<file path="src/rtl/id_ex_skid_if.sv">
`default_nettype none
// ============================================================================
// Module      : id_ex_skid_if
// Description : Handshake and payload bundle between the decode stage and
//               the execute stage, as seen around the id/ex skid register.
// Revision    : 1.0 - initial release
// ============================================================================
interface id_ex_skid_if #(
  parameter int DATA_W = 32,
  parameter int ADDR_W = 5
);

  // Upstream side: decode offers a bundle
  logic              in_valid;
  logic              in_ready;
  logic [DATA_W-1:0] in_pc;
  logic [DATA_W-1:0] in_inst;
  logic [DATA_W-1:0] in_reg1;
  logic [DATA_W-1:0] in_reg2;
  logic [DATA_W-1:0] in_imm;
  logic [ADDR_W-1:0] in_reg_waddr;
  logic              in_reg_we;

  // Downstream side: execute consumes the head bundle
  logic              out_valid;
  logic              out_ready;
  logic [DATA_W-1:0] out_pc;
  logic [DATA_W-1:0] out_inst;
  logic [DATA_W-1:0] out_reg1;
  logic [DATA_W-1:0] out_reg2;
  logic [DATA_W-1:0] out_imm;
  logic [ADDR_W-1:0] out_reg_waddr;
  logic              out_reg_we;

  // Environment view: drives decode's offer and execute's ready
  modport master (
    output in_valid, in_pc, in_inst, in_reg1, in_reg2, in_imm,
           in_reg_waddr, in_reg_we, out_ready,
    input  in_ready, out_valid, out_pc, out_inst, out_reg1, out_reg2,
           out_imm, out_reg_waddr, out_reg_we
  );

  // Pipeline-register view: accepts from decode, presents to execute
  modport slave (
    input  in_valid, in_pc, in_inst, in_reg1, in_reg2, in_imm,
           in_reg_waddr, in_reg_we, out_ready,
    output in_ready, out_valid, out_pc, out_inst, out_reg1, out_reg2,
           out_imm, out_reg_waddr, out_reg_we
  );

endinterface
`default_nettype wire

</file>
<file path="src/rtl/id_ex_skid.sv">
`default_nettype none
// ============================================================================
// Module      : id_ex_skid
// Description : Decode-to-execute pipeline register with a 2-entry skid
//               buffer. in_ready comes purely from registered state so an
//               execute stall never creates a combinational path into decode.
//               flush squashes held and incoming entries; writes to x0 are
//               stripped on capture.
// Revision    : 1.0 - initial release
// ============================================================================
module id_ex_skid #(
  parameter int DATA_W = 32,
  parameter int ADDR_W = 5
) (
  input  wire logic       clk,
  input  wire logic       rst,        // asynchronous, active-low
  input  wire logic       flush,
  id_ex_skid_if.slave     bus,
  output logic [1:0]      occupancy
);

  // Packed entry layout: {pc, inst, reg1, reg2, imm, reg_waddr, reg_we}
  localparam int c_bw = 5 * DATA_W + ADDR_W + 1;

  localparam logic [1:0] c_empty = 2'd0;
  localparam logic [1:0] c_one   = 2'd1;
  localparam logic [1:0] c_full  = 2'd2;

  logic [1:0]      r_state;
  logic [1:0]      w_state_next;

  logic [c_bw-1:0] r_main;            // head entry, drives out_*
  logic [c_bw-1:0] r_skid;            // second entry, absorbs a stall
  logic [c_bw-1:0] w_in_bundle;

  logic            w_in_we;
  logic            w_in_ready;
  logic            w_out_valid;
  logic            w_acc;
  logic            w_dlv;
  logic            w_main_from_in;
  logic            w_main_from_skid;
  logic            w_skid_from_in;
  logic            w_main_we;

  // A write to x0 is meaningless, so the enable is dropped at capture time
  assign w_in_we     = bus.in_reg_we & (bus.in_reg_waddr != '0);
  assign w_in_bundle = {bus.in_pc, bus.in_inst, bus.in_reg1, bus.in_reg2,
                        bus.in_imm, bus.in_reg_waddr, w_in_we};

  assign w_acc = bus.in_valid & w_in_ready;
  assign w_dlv = w_out_valid & bus.out_ready;

  // State register; flush outranks every handshake transition
  always_ff @(posedge clk or negedge rst) begin
    if (!rst) begin
      r_state <= c_empty;
    end else if (flush) begin
      r_state <= c_empty;
    end else begin
      r_state <= w_state_next;
    end
  end

  // Next-state: occupancy moves by +1 on accept, -1 on deliver
  always_comb begin
    w_state_next = r_state;
    case (r_state)
      c_empty: begin
        if (w_acc) begin
          w_state_next = c_one;
        end
      end
      c_one: begin
        if (w_acc && !w_dlv) begin
          w_state_next = c_full;
        end else if (!w_acc && w_dlv) begin
          w_state_next = c_empty;
        end
      end
      c_full: begin
        if (w_dlv) begin
          w_state_next = c_one;
        end
      end
      default: begin
        w_state_next = c_empty;
      end
    endcase
  end

  // Status outputs: functions of registered state only
  always_comb begin
    w_in_ready  = 1'b0;
    w_out_valid = 1'b0;
    occupancy   = 2'd0;
    case (r_state)
      c_empty: begin
        w_in_ready  = 1'b1;
        w_out_valid = 1'b0;
        occupancy   = 2'd0;
      end
      c_one: begin
        w_in_ready  = 1'b1;
        w_out_valid = 1'b1;
        occupancy   = 2'd1;
      end
      c_full: begin
        w_in_ready  = 1'b0;
        w_out_valid = 1'b1;
        occupancy   = 2'd2;
      end
      default: begin
        w_in_ready  = 1'b0;
        w_out_valid = 1'b0;
        occupancy   = 2'd0;
      end
    endcase
  end

  // Entry steering: which storage slot loads from where this cycle
  always_comb begin
    w_main_from_in   = 1'b0;
    w_main_from_skid = 1'b0;
    w_skid_from_in   = 1'b0;
    case (r_state)
      c_empty: begin
        w_main_from_in = w_acc;
      end
      c_one: begin
        // Head leaving while a new one arrives: the newcomer becomes head
        w_main_from_in = w_acc & w_dlv;
        w_skid_from_in = w_acc & ~w_dlv;
      end
      c_full: begin
        w_main_from_skid = w_dlv;
      end
      default: begin
        w_main_from_in   = 1'b0;
      end
    endcase
  end

  // Head entry: cleared on reset/flush, otherwise loads new head when it moves
  always_ff @(posedge clk or negedge rst) begin
    if (!rst) begin
      r_main <= '0;
    end else if (flush) begin
      r_main <= '0;
    end else if (w_main_from_in) begin
      r_main <= w_in_bundle;
    end else if (w_main_from_skid) begin
      r_main <= r_skid;
    end
  end

  // Skid entry: only written when the head is stalled and a beat arrives
  always_ff @(posedge clk or negedge rst) begin
    if (!rst) begin
      r_skid <= '0;
    end else if (flush) begin
      r_skid <= '0;
    end else if (w_skid_from_in) begin
      r_skid <= w_in_bundle;
    end
  end

  // Drive the interface from the head entry
  assign bus.in_ready  = w_in_ready;
  assign bus.out_valid = w_out_valid;
  assign {bus.out_pc, bus.out_inst, bus.out_reg1, bus.out_reg2,
          bus.out_imm, bus.out_reg_waddr, w_main_we} = r_main;
  // A stale enable in an empty head must never reach execute
  assign bus.out_reg_we = w_main_we & w_out_valid;

endmodule
`default_nettype wire
</file>
<file path="src/flat_wrapper.sv">
// flat-port wrapper written by rule: the top's interface ports become plain ports
module id_ex_skid_flat 
#(
  parameter int DATA_W = 32,
  parameter int ADDR_W = 5
)
  (clk, rst, flush, occupancy, bus_in_valid, bus_in_pc, bus_in_inst, bus_in_reg1, bus_in_reg2, bus_in_imm, bus_in_reg_waddr, bus_in_reg_we, bus_out_ready, bus_in_ready, bus_out_valid, bus_out_pc, bus_out_inst, bus_out_reg1, bus_out_reg2, bus_out_imm, bus_out_reg_waddr, bus_out_reg_we);
  id_ex_skid_if #(.DATA_W(DATA_W), .ADDR_W(ADDR_W)) bus_i ();
  input  wire logic clk;
  input  wire logic rst;
  input  wire logic flush;
  output logic [1:0] occupancy;
  input wire logic [$bits(bus_i.in_valid)-1:0] bus_in_valid;
  input wire logic [$bits(bus_i.in_pc)-1:0] bus_in_pc;
  input wire logic [$bits(bus_i.in_inst)-1:0] bus_in_inst;
  input wire logic [$bits(bus_i.in_reg1)-1:0] bus_in_reg1;
  input wire logic [$bits(bus_i.in_reg2)-1:0] bus_in_reg2;
  input wire logic [$bits(bus_i.in_imm)-1:0] bus_in_imm;
  input wire logic [$bits(bus_i.in_reg_waddr)-1:0] bus_in_reg_waddr;
  input wire logic [$bits(bus_i.in_reg_we)-1:0] bus_in_reg_we;
  input wire logic [$bits(bus_i.out_ready)-1:0] bus_out_ready;
  output wire logic [$bits(bus_i.in_ready)-1:0] bus_in_ready;
  output wire logic [$bits(bus_i.out_valid)-1:0] bus_out_valid;
  output wire logic [$bits(bus_i.out_pc)-1:0] bus_out_pc;
  output wire logic [$bits(bus_i.out_inst)-1:0] bus_out_inst;
  output wire logic [$bits(bus_i.out_reg1)-1:0] bus_out_reg1;
  output wire logic [$bits(bus_i.out_reg2)-1:0] bus_out_reg2;
  output wire logic [$bits(bus_i.out_imm)-1:0] bus_out_imm;
  output wire logic [$bits(bus_i.out_reg_waddr)-1:0] bus_out_reg_waddr;
  output wire logic [$bits(bus_i.out_reg_we)-1:0] bus_out_reg_we;
  assign bus_i.in_valid = bus_in_valid;
  assign bus_i.in_pc = bus_in_pc;
  assign bus_i.in_inst = bus_in_inst;
  assign bus_i.in_reg1 = bus_in_reg1;
  assign bus_i.in_reg2 = bus_in_reg2;
  assign bus_i.in_imm = bus_in_imm;
  assign bus_i.in_reg_waddr = bus_in_reg_waddr;
  assign bus_i.in_reg_we = bus_in_reg_we;
  assign bus_i.out_ready = bus_out_ready;
  assign bus_in_ready = bus_i.in_ready;
  assign bus_out_valid = bus_i.out_valid;
  assign bus_out_pc = bus_i.out_pc;
  assign bus_out_inst = bus_i.out_inst;
  assign bus_out_reg1 = bus_i.out_reg1;
  assign bus_out_reg2 = bus_i.out_reg2;
  assign bus_out_imm = bus_i.out_imm;
  assign bus_out_reg_waddr = bus_i.out_reg_waddr;
  assign bus_out_reg_we = bus_i.out_reg_we;
  id_ex_skid #(.DATA_W(DATA_W), .ADDR_W(ADDR_W)) u_core (.clk(clk), .rst(rst), .flush(flush), .bus(bus_i), .occupancy(occupancy));
endmodule
</file>
<file path="config.mk">
export PLATFORM = sky130hd
export DESIGN_NAME = id_ex_skid_flat
export DESIGN_NICKNAME = d
export VERILOG_FILES = /design/src/rtl/id_ex_skid_if.sv /design/src/rtl/id_ex_skid.sv /design/src/flat_wrapper.sv
export SDC_FILE = /design/constraint.sdc
export NUM_CORES = 1
export LEC_CHECK = 0
export ABC_CLOCK_PERIOD_IN_PS = 3200
export BUFFER_PORTS_ARGS = -buffer_cell sky130_fd_sc_hd__buf_4
export CAP_MARGIN = 20
export CORE_ASPECT_RATIO = 0.75
export CORE_MARGIN = 2
export CORE_UTILIZATION = 54
export DETAILED_ROUTE_END_ITERATION = 10
export PLACE_DENSITY_LB_ADDON = 0.25
export SLEW_MARGIN = 10
export SYNTH_ARGS = -nofsm -noshare
export SYNTH_HDL_FRONTEND = slang
export SYNTH_SLANG_ARGS = --single-unit
</file>
<file path="constraint.sdc">
create_clock -name clk -period 3.2 [get_ports clk]
set_input_delay 0.16 -clock clk [delete_from_list [all_inputs] [get_ports clk]]
set_output_delay 0.16 -clock clk [all_outputs]
set_load 0.02 [all_outputs]
</file>
Word-level counts from Yosys, hierarchy flattened
Cells that the tools add are included.
{"block": "totals", "regBits": 334, "input_bits": 171, "wordCells": 43, "out_inout_bits": 170}
{"block": "op_classes", "bitwise": 7, "eq_ne": 5, "n_reduce_logical": 11, "mux": 17}
{"op": "$mux 166", "count": 5}
{"op": "$mux 2", "count": 5}
{"op": "$and 1x1->1", "count": 6}
{"op": "$ne 3x2->1 const B", "count": 2}
{"op": "$pmux 2 s3", "count": 1}
{"op": "$reduce_bool 5->1", "count": 1}
{"op": "$mux 1", "count": 4}
{"op": "$ne 4x2->1 const B", "count": 1}
{"op": "$pmux 2 s2", "count": 1}
{"op": "$reduce_or 2->1", "count": 2}
{"op": "$reduce_and 3->1", "count": 1}
{"op": "$reduce_bool 3->1", "count": 1}
{"op": "$eq 2x1->1 const B", "count": 1}
{"op": "$eq 2x2->1 const B", "count": 1}
{"op": "$logic_and 1x1->1", "count": 2}
{"op": "$logic_not 1->1", "count": 2}
{"op": "$logic_not 2->1", "count": 1}
{"op": "$pmux 1 s2", "count": 1}
{"op": "$reduce_bool 2->1", "count": 1}
{"op": "$not 1->1", "count": 1}

Logic depth before layout (Yosys ltp)
Gate-level depths: netlist (run 1).
{"block": "depth", "word_depth": 10, "ltp_mapped": 10, "mapped_depth_nobuf": 8}

Least setup slack after synthesis (run 1)
Ideal clock, no wire load.
{"block": "synth_timing", "path_type": "register to register", "from": "reg u_core.r_state[1]", "to": "reg u_core.r_skid[10]", "setup_time_ns": 0.121, "required_time_ns": 3.079, "path_stages_with_launch": 11, "t_arrival_ns": 2.336, "period_less_slack_ns": 2.457, "setup_slack_ns": 0.743, "path_cell_list": "dfrtp_1 -> inv_1 -> ha_1 -> or2_2 -> and2_1 -> ha_1 -> and3b_1 -> buf_2 -> buf_6 -> buf_4 -> a22o_1"}
{"block": "synth_via", "elab_cells_between_ends": 13, "cone_classes": "eq/ne: 2; mux: 3; bitwise: 4; reduce/logical: 4"}
{"element": "start: declaration", "line": "id_ex_skid.sv:29", "rtl": "logic [1:0] r_state;"}
{"element": "start signal: assignment", "line": "id_ex_skid.sv:57", "rtl": "r_state <= c_empty;"}
{"element": "start signal: assignment", "line": "id_ex_skid.sv:59", "rtl": "r_state <= c_empty;"}
{"element": "start signal: assignment", "line": "id_ex_skid.sv:61", "rtl": "r_state <= w_state_next;"}
{"element": "$eq 2x1->1 / $logic_not 2->1 (equally long branches)", "line": "id_ex_skid.sv:97", "rtl": "case (r_state)"}
{"element": "$reduce_or 2->1 (no line) *"}
{"element": "$mux 1 *", "line": "id_ex_skid.sv:97"}
{"element": "net bus_in_ready", "line": "flat_wrapper.sv:22", "rtl": "output wire logic [$bits(bus_i.in_ready)-1:0] bus_in_ready;"}
{"element": "$and 1x1->1 *", "line": "id_ex_skid.sv:51", "rtl": "assign w_acc = bus.in_valid & w_in_ready;"}
{"element": "$and 1x1->1 *", "line": "id_ex_skid.sv:133", "rtl": "w_skid_from_in = w_acc & ~w_dlv;"}
{"element": "$mux 1 *", "line": "id_ex_skid.sv:126", "rtl": "case (r_state)"}
{"element": "$reduce_bool 2->1 (no line) *"}
{"element": "end signal: assignment", "line": "id_ex_skid.sv:164", "rtl": "r_skid <= w_in_bundle;"}
{"element": "end: declaration", "line": "id_ex_skid.sv:33", "rtl": "logic [c_bw-1:0] r_skid;"}
The timed path passes the listed nets; every way through them passes the cells marked *.
A chain may end at the register's enable or synchronous reset.

Final worst setup path (run 1)
{"block": "layout_timing", "from": "reg u_core.r_state[0]", "to": "reg u_core.r_main[144]"}
{"block": "layout_via", "elab_chain_cells": 8, "elab_cells_between_ends": 15, "cone_classes": "eq/ne: 2; mux: 6; bitwise: 3; reduce/logical: 4"}
{"element": "$eq 2x1->1 (tied with other cells)", "line": "id_ex_skid.sv:97, id_ex_skid.sv:126"}
{"element": "$reduce_or 2->1 (no line)"}
{"element": "$mux 1", "line": "id_ex_skid.sv:97"}
{"element": "$and 1x1->1, on equally long branches", "line": "id_ex_skid.sv:51, id_ex_skid.sv:52"}
{"element": "$and 1x1->1", "line": "id_ex_skid.sv:132", "rtl": "w_main_from_in = w_acc & w_dlv;"}
{"element": "$pmux 1 s2", "line": "id_ex_skid.sv:126"}
{"element": "$mux 166", "line": "id_ex_skid.sv:150", "rtl": "end else if (w_main_from_in) begin"}
{"element": "$mux 166", "line": "id_ex_skid.sv:148", "rtl": "end else if (flush) begin"}
{"element": "end signal: assignment", "line": "id_ex_skid.sv:151", "rtl": "r_main <= w_in_bundle;"}
{"element": "end signal: assignment", "line": "id_ex_skid.sv:153", "rtl": "r_main <= r_skid;"}
{"element": "end: declaration", "line": "id_ex_skid.sv:32", "rtl": "logic [c_bw-1:0] r_main;"}
Several ways; a longest one is shown, not always the timed one.

==> results of run 1 <==
==> layer usage <==
metal  track usage, %  up-vias  part of all wire [%]
li1                 -     5660                     -
met1             38.0     6248                    42
met2             43.1      531                    47
met3             6.24      101                   7.7
met4             10.2        0                   3.4
met5                0        -                     0
==> final timing paths <==
path / from / endpoint / slack [ns] / depth (start not counted)
min in group asynchronous: rst / u_core.r_main[100] / 0.26 / 2
worst max-delay path: u_core.r_state[0] / u_core.r_main[144] / 0.43 / 9
max in group asynchronous: rst / u_core.r_skid[151] / 1.91 / 4
worst min register to register: u_core.r_skid[0] / u_core.r_skid[0] / 0.50 / 2
worst min-delay path: bus_in_reg_we / u_core.r_skid[0] / 0.04 / 3
worst max register to register: u_core.r_state[0] / u_core.r_main[144] / 0.43 / 9
==> report_power, final <==
part / internal, W / switching (W)
registers: 0.00475 / 0.000330
clock network: 0.00264 / 0.00165
logic: 0.00120 / 0.00166
==> placed cells by master (no fill, tap or decap), types with 8 or more instances in the layout <==
cell           instances
a22o_1               166
a31oi_1              164
buf_12                16
buf_4                349
clkbuf_1               8
clkbuf_16             37
dfrtp_1              334
dlygate4sd3_1        167
nand2_1              334
o21ai_0              131
o21ai_1               34
==> kinds of logic after synthesis <==
| logic type | synth area share (%) |
|---|---|
| simple gates | 8.78 |
| compound gates | 22.5 |
| buf+inv | 12.9 |
| fa+ha+maj | 0.579 |
| flops | 55.2 |
==> area by class of cell <==
type	count	area (sq um)
Sequential cell	334	8360
Antenna cell	3	7.51
Clock buffer	50	1020
Fill cell	1970	8260
Timing Repair Buffer	533	4630
Clock inverter	11	189
Tap cell	357	447
Multi-Input combinational cell	859	4850
Inverter	4	17.5
==> sequential cells by signal, indices dropped and copies added (netlist names) <==
name / count
u_core.r_skid: 166
u_core.r_main: 166
u_core.r_state: 2
==> stage by stage <==
stage | std cells | hold WS, ns | util [%] | area (sq um) | setup WS, ns
floorplan | 1490 | -0.136 | - | 15100 | 0.743
global placement | 1920 | 0.220 | 59.9 | 16600 | 0.615
detailed placement | 1920 | 0.214 | 59.9 | 16600 | 0.470
CTS | 2148 | 0.0168 | 70.2 | 19500 | 0.449
global route | 2151 | 0.0268 | 70.3 | 19500 | 0.252
finish | 2151 | 0.0423 | 70.3 | 19500 | 0.434
==> synth_stat cells, types with 2 or more instances <==
cell,number,area (sq um)
nor2b_1,2,12.5
buf_4,178,1340
nand2_1,334,1250
clkbuf_1,43,161
a22o_1,166,1450
buf_6,12,135
o21ai_0,131,656
buf_2,59,295
dfrtp_1,334,8360
ha_1,7,87.6
inv_1,4,15.0
and2_1,2,12.5
a31oi_1,164,1030
o21ai_1,34,170
==> worst max-delay path: cells and delay by family (launching register included) <==
family | cells | cell delay, ns
AO/OA/AOI/OAI | 3 | 0.67
adder cells (fa/ha/maj) | 2 | 0.49
flip-flops | 1 | 0.42
buffers and inverters | 2 | 0.50
AND/OR/NAND/NOR | 2 | 0.50
==> repair_timing <==
item,4_1_cts,5_1_grt
endpoints found under the setup margin,0,0
hold buffers,167,0
hold endpoints to repair,358,0
setup buffers,0,0
==> results.py, run 1 <==
metrics = {
    "cts": {
        "htree_levels": 2,
        "clock_path_buffers": 3,
        "clkTransAtPathRegs_ns": 0.06,
        "cts_root_buf": "clkbuf_16",
        "worstSkewPairLatency_ns": 0.50,
        "ctsResizeCount": 0,
        "cts_sinks": 334,
        "cts_buffers": 35,
        "tritoncts": "done",
    },
    "power": {
        "p_per_area_nw_per_um2": 626,
        "leakagePower_nw": 9.10,
        "vdd_ir_drop_max_mv": 0.379,
        "p_total_w": 0.0122,
    },
    "die": {
        "dieWidth_um": 197,
        "core_sq_um": 27800,
        "die_y_um": 149,
        "die_area_sq_um": 29400,
        "start_util_pct": 54.5,
        "row_count": 53,
        "io_pins": 341,
    },
    "yosys": {
        "ys.flop_type": "dfrtp_1",
        "async_reset_ff_share_pct": 100,
        "synth-edff-count": 0,
        "syn_nets": 1668,
        "syn_area_per_cell_sq_um": 10.2,
        "syn_area_sq_um": 15100,
        "syn_inst": 1490,
        "ys_seq_elements": 334,
        "netlist-cell-type-count": 34,
        "seq_area_frac_synth_pct": 55.2,
        "synth_warnings": 0,
    },
    "critical_path": {
        "crit_fanout": 132,
        "crit_path_end_kind": "flop",
        "critPathMostFrequentCell": "ha_1",
        "path_class": "flop to flop",
        "crit_path_top_delay_cell": "dfrtp_1",
        "cp.arrival_ns": 3.17,
        "required_ns": 3.60,
        "max_stage_delay_ns": 0.42,
        "start_kind": "flop",
        "cp_cell_sequence": "inv_1, ha_1, or2_2, and2_1, ha_1, a22oi_4, buf_12, o21ai_0, a31oi_1",
    },
    "grt": {
        "grt_usage_pct": 27.5,
        "grt_remaining_overflow": 0,
        "grt_first_pass_wirelength_um": 65400,
        "antenna_found_initial": 3,
        "grt_max_degree": 133,
        "grt_pass1_vias": 12457,
    },
    "job": {
        "drv_cap": 0,
    },
    "detailed_routing": {
        "first_iter_violations": 984,
        "antenna_left": 0,
        "drc": 0,
        "wire_per_inst_um": 19.2,
        "vias": 12540,
        "vias_per_cell": 5.83,
        "dr.pass1.iters": 5,
        "routed_wl_um": 41300,
    },
    "outcome": {
        "status": "complete, no violations",
    },
    "cells_and_area": {
        "area_growth_pct": 29.0,
        "finalNetCount": 1945,
        "drive_gt1_share_pct": 23.8,
    },
    "sta": {
        "drv_slew": 0,
        "fin_skew_ns": 0.0103,
        "tns_ns": 0,
        "hold_viol": 0,
        "rsz0062_at_grt": "false",
        "setup_viol": 0,
        "fmax_mhz": 362,
        "finalCriticalPeriod_ns": 2.77,
        "worstMarginPinSlew_ns": 0.740,
        "fin_crit_sh_pct": 86.4,
        "slew_headroom_pct": 50.7,
    },
    "hold_path": {
        "hold_path.class": "input port to flop",
    },
    "placement": {
        "numPortBuffers": 340,
        "place_congestion": 0.794,
        "dp_hpwl_um": 23600,
    },
}
(Power assumes the default switching activity.)
==> run 2, diff against run 1 <==
--- a/config.mk
+++ b/config.mk
@@ -13,6 +13,7 @@
 export CORE_UTILIZATION = 54
 export DETAILED_ROUTE_END_ITERATION = 10
 export PLACE_DENSITY_LB_ADDON = 0.25
+export REMOVE_ABC_BUFFERS = 1
 export SLEW_MARGIN = 10
 export SYNTH_ARGS = -nofsm -noshare
 export SYNTH_HDL_FRONTEND = slang
==> run 2 against run 1 <==
Compared with the run above:
- combinational power is essentially flat
- first-iteration DRC count grew 15%
- utilization shrank 0.61 points
- largest cell class unchanged
==> results.py, run 2 (same netlist as run 1, synthesis figures left out) <==
metrics = {
    "outcome": {
        "status": "complete, no violations",
    },
    "power": {
        "internal_power_w": 0.00813,
        "leakagePower_nw": 9.03,
        "vdd_ir_drop_max_mv": 0.388,
        "p_per_area_nw_per_um2": 608,
        "seqPwrFrac_pct": 43.3,
        "combPwrFrac_pct": 24.5,
        "p_clk_share_pct": 32.2,
        "p_sw_w": 0.00363,
        "switching_share_pct": 30.9,
    },
    "critical_path": {
        "crit_path_top_delay_cell": "buf_12",
        "rr_worst_depth": 9,
        "path_class": "flop to flop",
        "cp_cell_sequence": "inv_1, ha_1, or2_2, and2_1, ha_1, a22oi_4, buf_12, o21ai_0, a31oi_1",
        "max_stage_delay_ns": 0.41,
        "startpoint": "u_core.r_state[1]",
        "crit_path_end_kind": "flop",
        "critPathMostFrequentCell": "ha_1",
        "reg2reg_to": "u_core.r_main[77]",
        "start_kind": "flop",
        "r2r_start": "u_core.r_state[1]",
        "cp_num_buf_inv": 2,
        "crit_fanout": 130,
        "cp_top_family": "compound AO/OA/AOI/OAI gates",
        "cp.arrival_ns": 3.32,
        "required_ns": 3.65,
        "r2r_slack_ns": 0.32,
    },
    "cells_and_area": {
        "area_growth_pct": 27.9,
        "drive_gt1_share_pct": 23.8,
        "postLayoutCoreUtil_pct": 69.7,
        "antenna_cells": 0,
        "final_common_cell": "buf_4",
        "finalNetCount": 1942,
        "layout_common_cells": "349 x buf_4, 334 x nand2_1, 334 x dfrtp_1",
        "fin_cells": 2144,
        "largestRegisters": "u_core.r_main (166), u_core.r_skid (166), u_core.r_state (2)",
        "stdcell_area_sq_um": 19400,
    },
    "grt": {
        "grt_remaining_overflow": 0,
        "antenna_found_initial": 0,
        "use_met1_pct": 40.7,
        "grtUsageMet3_pct": 5.92,
        "grt_util_met2_pct": 44.6,
        "grt_first_pass_wirelength_um": 67700,
        "grt_pass1_vias": 12540,
        "busiest_layer": "met2",
        "grt_max_degree": 131,
        "grt_usage_pct": 28.4,
    },
    "sta": {
        "setup_slack_ns": 0.323,
        "rsz0062_at_grt": "false",
        "holdWs_ns": 0.0532,
        "slew_headroom_pct": 43.4,
        "drv_slew": 0,
        "hold_viol": 0,
        "fmax_mhz": 348,
        "setup_viol": 0,
        "worstMarginPinSlew_ns": 0.849,
        "finalCriticalPeriod_ns": 2.88,
        "fin_crit_sh_pct": 89.9,
        "fin_skew_ns": 0.0184,
    },
    "cts": {
        "cts_sinks": 334,
        "cts_setup_buffers": 0,
        "clock_path_buffers": 3,
        "htree_levels": 1,
        "clkTransAtPathRegs_ns": 0.07,
        "tritoncts": "done",
        "worstSkewPairLatency_ns": 0.56,
        "cts_root_buf": "clkbuf_16",
        "cts_buffers": 31,
    },
    "detailed_routing": {
        "first_iter_violations": 1136,
        "vias": 12733,
        "drc": 0,
        "dr.pass1.iters": 5,
        "routed_wl_um": 42800,
        "antenna_left": 0,
        "wire_per_inst_um": 20.0,
        "vias_per_cell": 5.94,
    },
    "die": {
        "die_area_sq_um": 29400,
        "core_sq_um": 27800,
        "start_util_pct": 54.5,
        "io_pins": 341,
        "die_y_um": 149,
        "dieWidth_um": 197,
        "row_count": 53,
    },
    "hold_path": {
        "min_from": "bus_in_reg_we",
        "min_to": "u_core.r_skid[0]",
        "holdPathStages": 3,
        "hold_path.class": "input port to flop",
    },
    "placement": {
        "place_congestion": 0.810,
        "pre_cts_slack_ns": 0.445,
        "dp_hpwl_um": 24200,
        "placed_area_sq_um": 16600,
        "numPortBuffers": 340,
        "dp.cells": 1920,
    },
    "job": {
        "drv_cap": 0,
    },
}
==> run 2: cell count changes in the layout (fill, tap and decap cells not counted), moves of 2 or more <==
cell,change
clkbuf_16,-6
clkbuf_1,-5
diode_2,-3
bufinv_16,-2
clkinv_2,+6
clkbuf_8,+2
==> run 2: worst max-delay path by stage <==
stage | cells after the start | endpoint | slack [ns]
after floorplan | 8 | u_core.r_main[10] | -2.41
after global placement | 10 | u_core.r_main[64] | 0.56
after detailed placement | 10 | u_core.r_main[40] | 0.45
after CTS | 10 | u_core.r_main[7] | 0.44
after global routing | 9 | u_core.r_main[77] | 0.19
final | 9 | u_core.r_main[77] | 0.32
==> run 2: final cells by class <==
class,count,area [sq um]
Tap cell,357,447
Timing Repair Buffer,534,4640
Fill cell,1952,8430
Inverter,4,17.5
Multi-Input combinational cell,859,4850
Clock buffer,41,883
Clock inverter,15,159
Sequential cell,334,8360
==> run 2: what timing repair did <==
| item | in CTS | in global routing |
|---|---|---|
| endpoints found under the setup margin | 0 | 0 |
| hold buffers | 168 | 0 |
| gates resized for setup | 0 | 0 |
| endpoints found under the hold margin | 412 | 0 |
==> run 2: per-layer routing <==
layer / wire [um] / vias to the layer above
li1: - / 5637
met1: 18200 / 6375
met2: 19700 / 641
met3: 3860 / 80
met4: 1020 / 0
met5: 0 / -
==> run 2: stage by stage <==
step / setup TNS (ns) / power, W
3_5_place_dp: 0 / 0.00781
2_1_floorplan: -766.72 / 0.00650
4_1_cts: 0 / 0.0118
6_report: 0 / 0.0118
3_3_place_gp: 0 / 0.00775
5_1_grt: 0 / 0.0123
==> run 2: worst reg2reg max path, cell delays in order (launching register included) <==
cell     delay (ns)
dfrtp_1        0.40
inv_1          0.09
ha_1           0.32
or2_2          0.33
and2_1         0.18
ha_1           0.22
a22oi_4        0.24
buf_12         0.41
o21ai_0        0.31
a31oi_1        0.28
==> run 2: power by group through the flow <==
stage / clock network [W] / logic, W / registers, W
after floorplan: 0 / 0.000989 / 0.00551
after global placement: 0 / 0.00262 / 0.00513
after detailed placement: 0 / 0.00268 / 0.00513
after CTS: 0.00385 / 0.00286 / 0.00507
after global routing: 0.00401 / 0.00310 / 0.00514
final: 0.00378 / 0.00288 / 0.00509
==> run 3, diff against run 2 <==
--- a/config.mk
+++ b/config.mk
@@ -9,8 +9,8 @@
 export BUFFER_PORTS_ARGS = -buffer_cell sky130_fd_sc_hd__buf_4
 export CAP_MARGIN = 20
 export CORE_ASPECT_RATIO = 0.75
-export CORE_MARGIN = 2
 export CORE_UTILIZATION = 54
+export CTS_CLUSTER_DIAMETER = 200
 export DETAILED_ROUTE_END_ITERATION = 10
 export PLACE_DENSITY_LB_ADDON = 0.25
 export REMOVE_ABC_BUFFERS = 1
==> run 3 against run 2 <==
Compared with the run above:
- flip-flop and latch count did not move
- utilization rose by 1.7 points
- worst setup slack got worse by 0.038 ns
- global-route usage rose by 0.45 points
==> results.py, run 3 (same netlist as run 1, synthesis figures left out) <==
metrics = {
    "outcome": {
        "status": "complete, no violations",
    },
    "hold_path": {
        "min_to": "u_core.r_main[0]",
        "min_from": "bus_in_valid",
        "hold_path.class": "input port to flop",
        "holdPathStages": 3,
    },
    "sta": {
        "fin_skew_ns": 0.00842,
        "drv_slew": 0,
        "rsz0062_at_grt": "false",
        "holdWs_ns": 0.0826,
        "fmax_mhz": 343,
        "fin_crit_sh_pct": 91.1,
        "tns_ns": 0,
        "slew_headroom_pct": 48.3,
        "worstMarginPinSlew_ns": 0.776,
        "setup_viol": 0,
        "finalCriticalPeriod_ns": 2.91,
        "hold_viol": 0,
    },
    "die": {
        "die_area_sq_um": 28700,
        "io_pins": 341,
        "row_count": 52,
        "die_y_um": 147,
        "core_sq_um": 27300,
        "start_util_pct": 55.5,
        "dieWidth_um": 195,
    },
    "cts": {
        "cts_buffers": 34,
        "clkTransAtPathRegs_ns": 0.06,
        "worstSkewPairLatency_ns": 0.50,
        "tritoncts": "done",
        "cts_sinks": 334,
        "cts_root_buf": "clkbuf_16",
        "clock_path_buffers": 3,
        "htree_levels": 2,
    },
    "detailed_routing": {
        "vias_per_cell": 5.86,
        "drc": 0,
        "wire_per_inst_um": 19.5,
        "routed_wl_um": 41900,
        "wl_met3_um": 3400,
        "antenna_left": 0,
        "wl_met1_um": 18100,
        "wl_met2_um": 19500,
        "dr.pass1.iters": 6,
        "vias": 12568,
        "highest_layer": "met4",
        "first_iter_violations": 1098,
    },
    "cells_and_area": {
        "layout_common_cells": "356 x buf_4, 334 x nand2_1, 334 x dfrtp_1",
        "stdcell_area_sq_um": 19400,
        "antenna_cells": 0,
        "drive_gt1_share_pct": 24.1,
        "postLayoutCoreUtil_pct": 71.3,
        "area_growth_pct": 28.5,
        "final_common_cell": "buf_4",
        "finalNetCount": 1949,
        "largestRegisters": "u_core.r_main (166), u_core.r_skid (166), u_core.r_state (2)",
    },
    "critical_path": {
        "cp.arrival_ns": 3.29,
        "required_ns": 3.58,
        "r2r_start": "u_core.r_state[1]",
        "path_class": "flop to flop",
        "rr_worst_depth": 10,
        "start_kind": "flop",
        "reg2reg_to": "u_core.r_main[58]",
        "crit_path_end_kind": "flop",
        "crit_fanout": 55,
        "r2r_slack_ns": 0.29,
    },
    "job": {
        "drv_cap": 0,
    },
    "placement": {
        "numPortBuffers": 340,
        "dp_hpwl_um": 23800,
        "placed_area_sq_um": 16600,
        "place_congestion": 0.825,
    },
    "power": {
        "leakagePower_nw": 9.09,
        "p_per_area_nw_per_um2": 616,
        "vdd_ir_drop_max_mv": 0.385,
        "p_total_w": 0.0120,
    },
    "grt": {
        "grt_max_degree": 125,
        "grt_pass1_vias": 12578,
        "grt_usage_pct": 28.9,
        "grt_first_pass_wirelength_um": 67100,
        "grt_remaining_overflow": 0,
        "antenna_found_initial": 0,
    },
}
## run 3: worst max path at each step
stage / from / end / slack [ns] / cells after the start
global route: u_core.r_state[1] / u_core.r_main[58] / 0.13 / 10
floorplan: u_core.r_state[1] / u_core.r_main[10] / -2.41 / 8
detailed placement: u_core.r_state[1] / u_core.r_main[18] / 0.46 / 10
CTS: u_core.r_state[1] / u_core.r_main[18] / 0.44 / 10
finish: u_core.r_state[1] / u_core.r_main[58] / 0.29 / 10
global placement: u_core.r_state[1] / u_core.r_main[20] / 0.58 / 10
## run 3: area by class of cell
cell class,count,area (sq um)
sequential,334,8360
clock inverter,8,67.6
multi-input combinational,859,4850
clock buffer,51,1070
tap,351,439
fill,1905,7820
timing repair buffer,538,4640
inverter,4,17.5
## run 3: report_power, final
group / total [W] / leakage, nW / internal (W) / switching (W)
Clock: 0.00403 / 0.564 / 0.00239 / 0.00164
Combinational: 0.00287 / 4.03 / 0.00120 / 0.00167
Sequential: 0.00508 / 4.50 / 0.00475 / 0.000331
## run 3: worst max-delay path: stages (launching register included)
cell,delay (ns)
dfrtp_1,0.43
inv_1,0.09
ha_1,0.31
or2_2,0.33
and2_1,0.18
ha_1,0.22
a22oi_4,0.26
buf_12,0.28
buf_4,0.29
o21ai_0,0.11
a31oi_1,0.27
## run 3: per-stage QoR
| stage | std cells | setup WS (ns) |
|---|---|---|
| after CTS | 2145 | 0.441 |
| after global routing | 2145 | 0.132 |
| after global placement | 1919 | 0.577 |
| after detailed placement | 1919 | 0.458 |
| final | 2145 | 0.285 |
| after floorplan | 1197 | -2.41 |
## run 3: routing by layer
| metal | up-vias | global-route usage (%) |
|---|---|---|
| met4 | 0 | 7.83 |
| met2 | 574 | 45.4 |
| met5 | - | 0 |
| met3 | 72 | 5.67 |
| li1 | 5664 | - |
| met1 | 6258 | 41.1 |
## run 3: repair_timing
item                      in CTS  in global routing
hold buffers                 167                  0
resized for setup              0                  0
hold endpoints to repair     365                  0
buffers inserted               0                  0
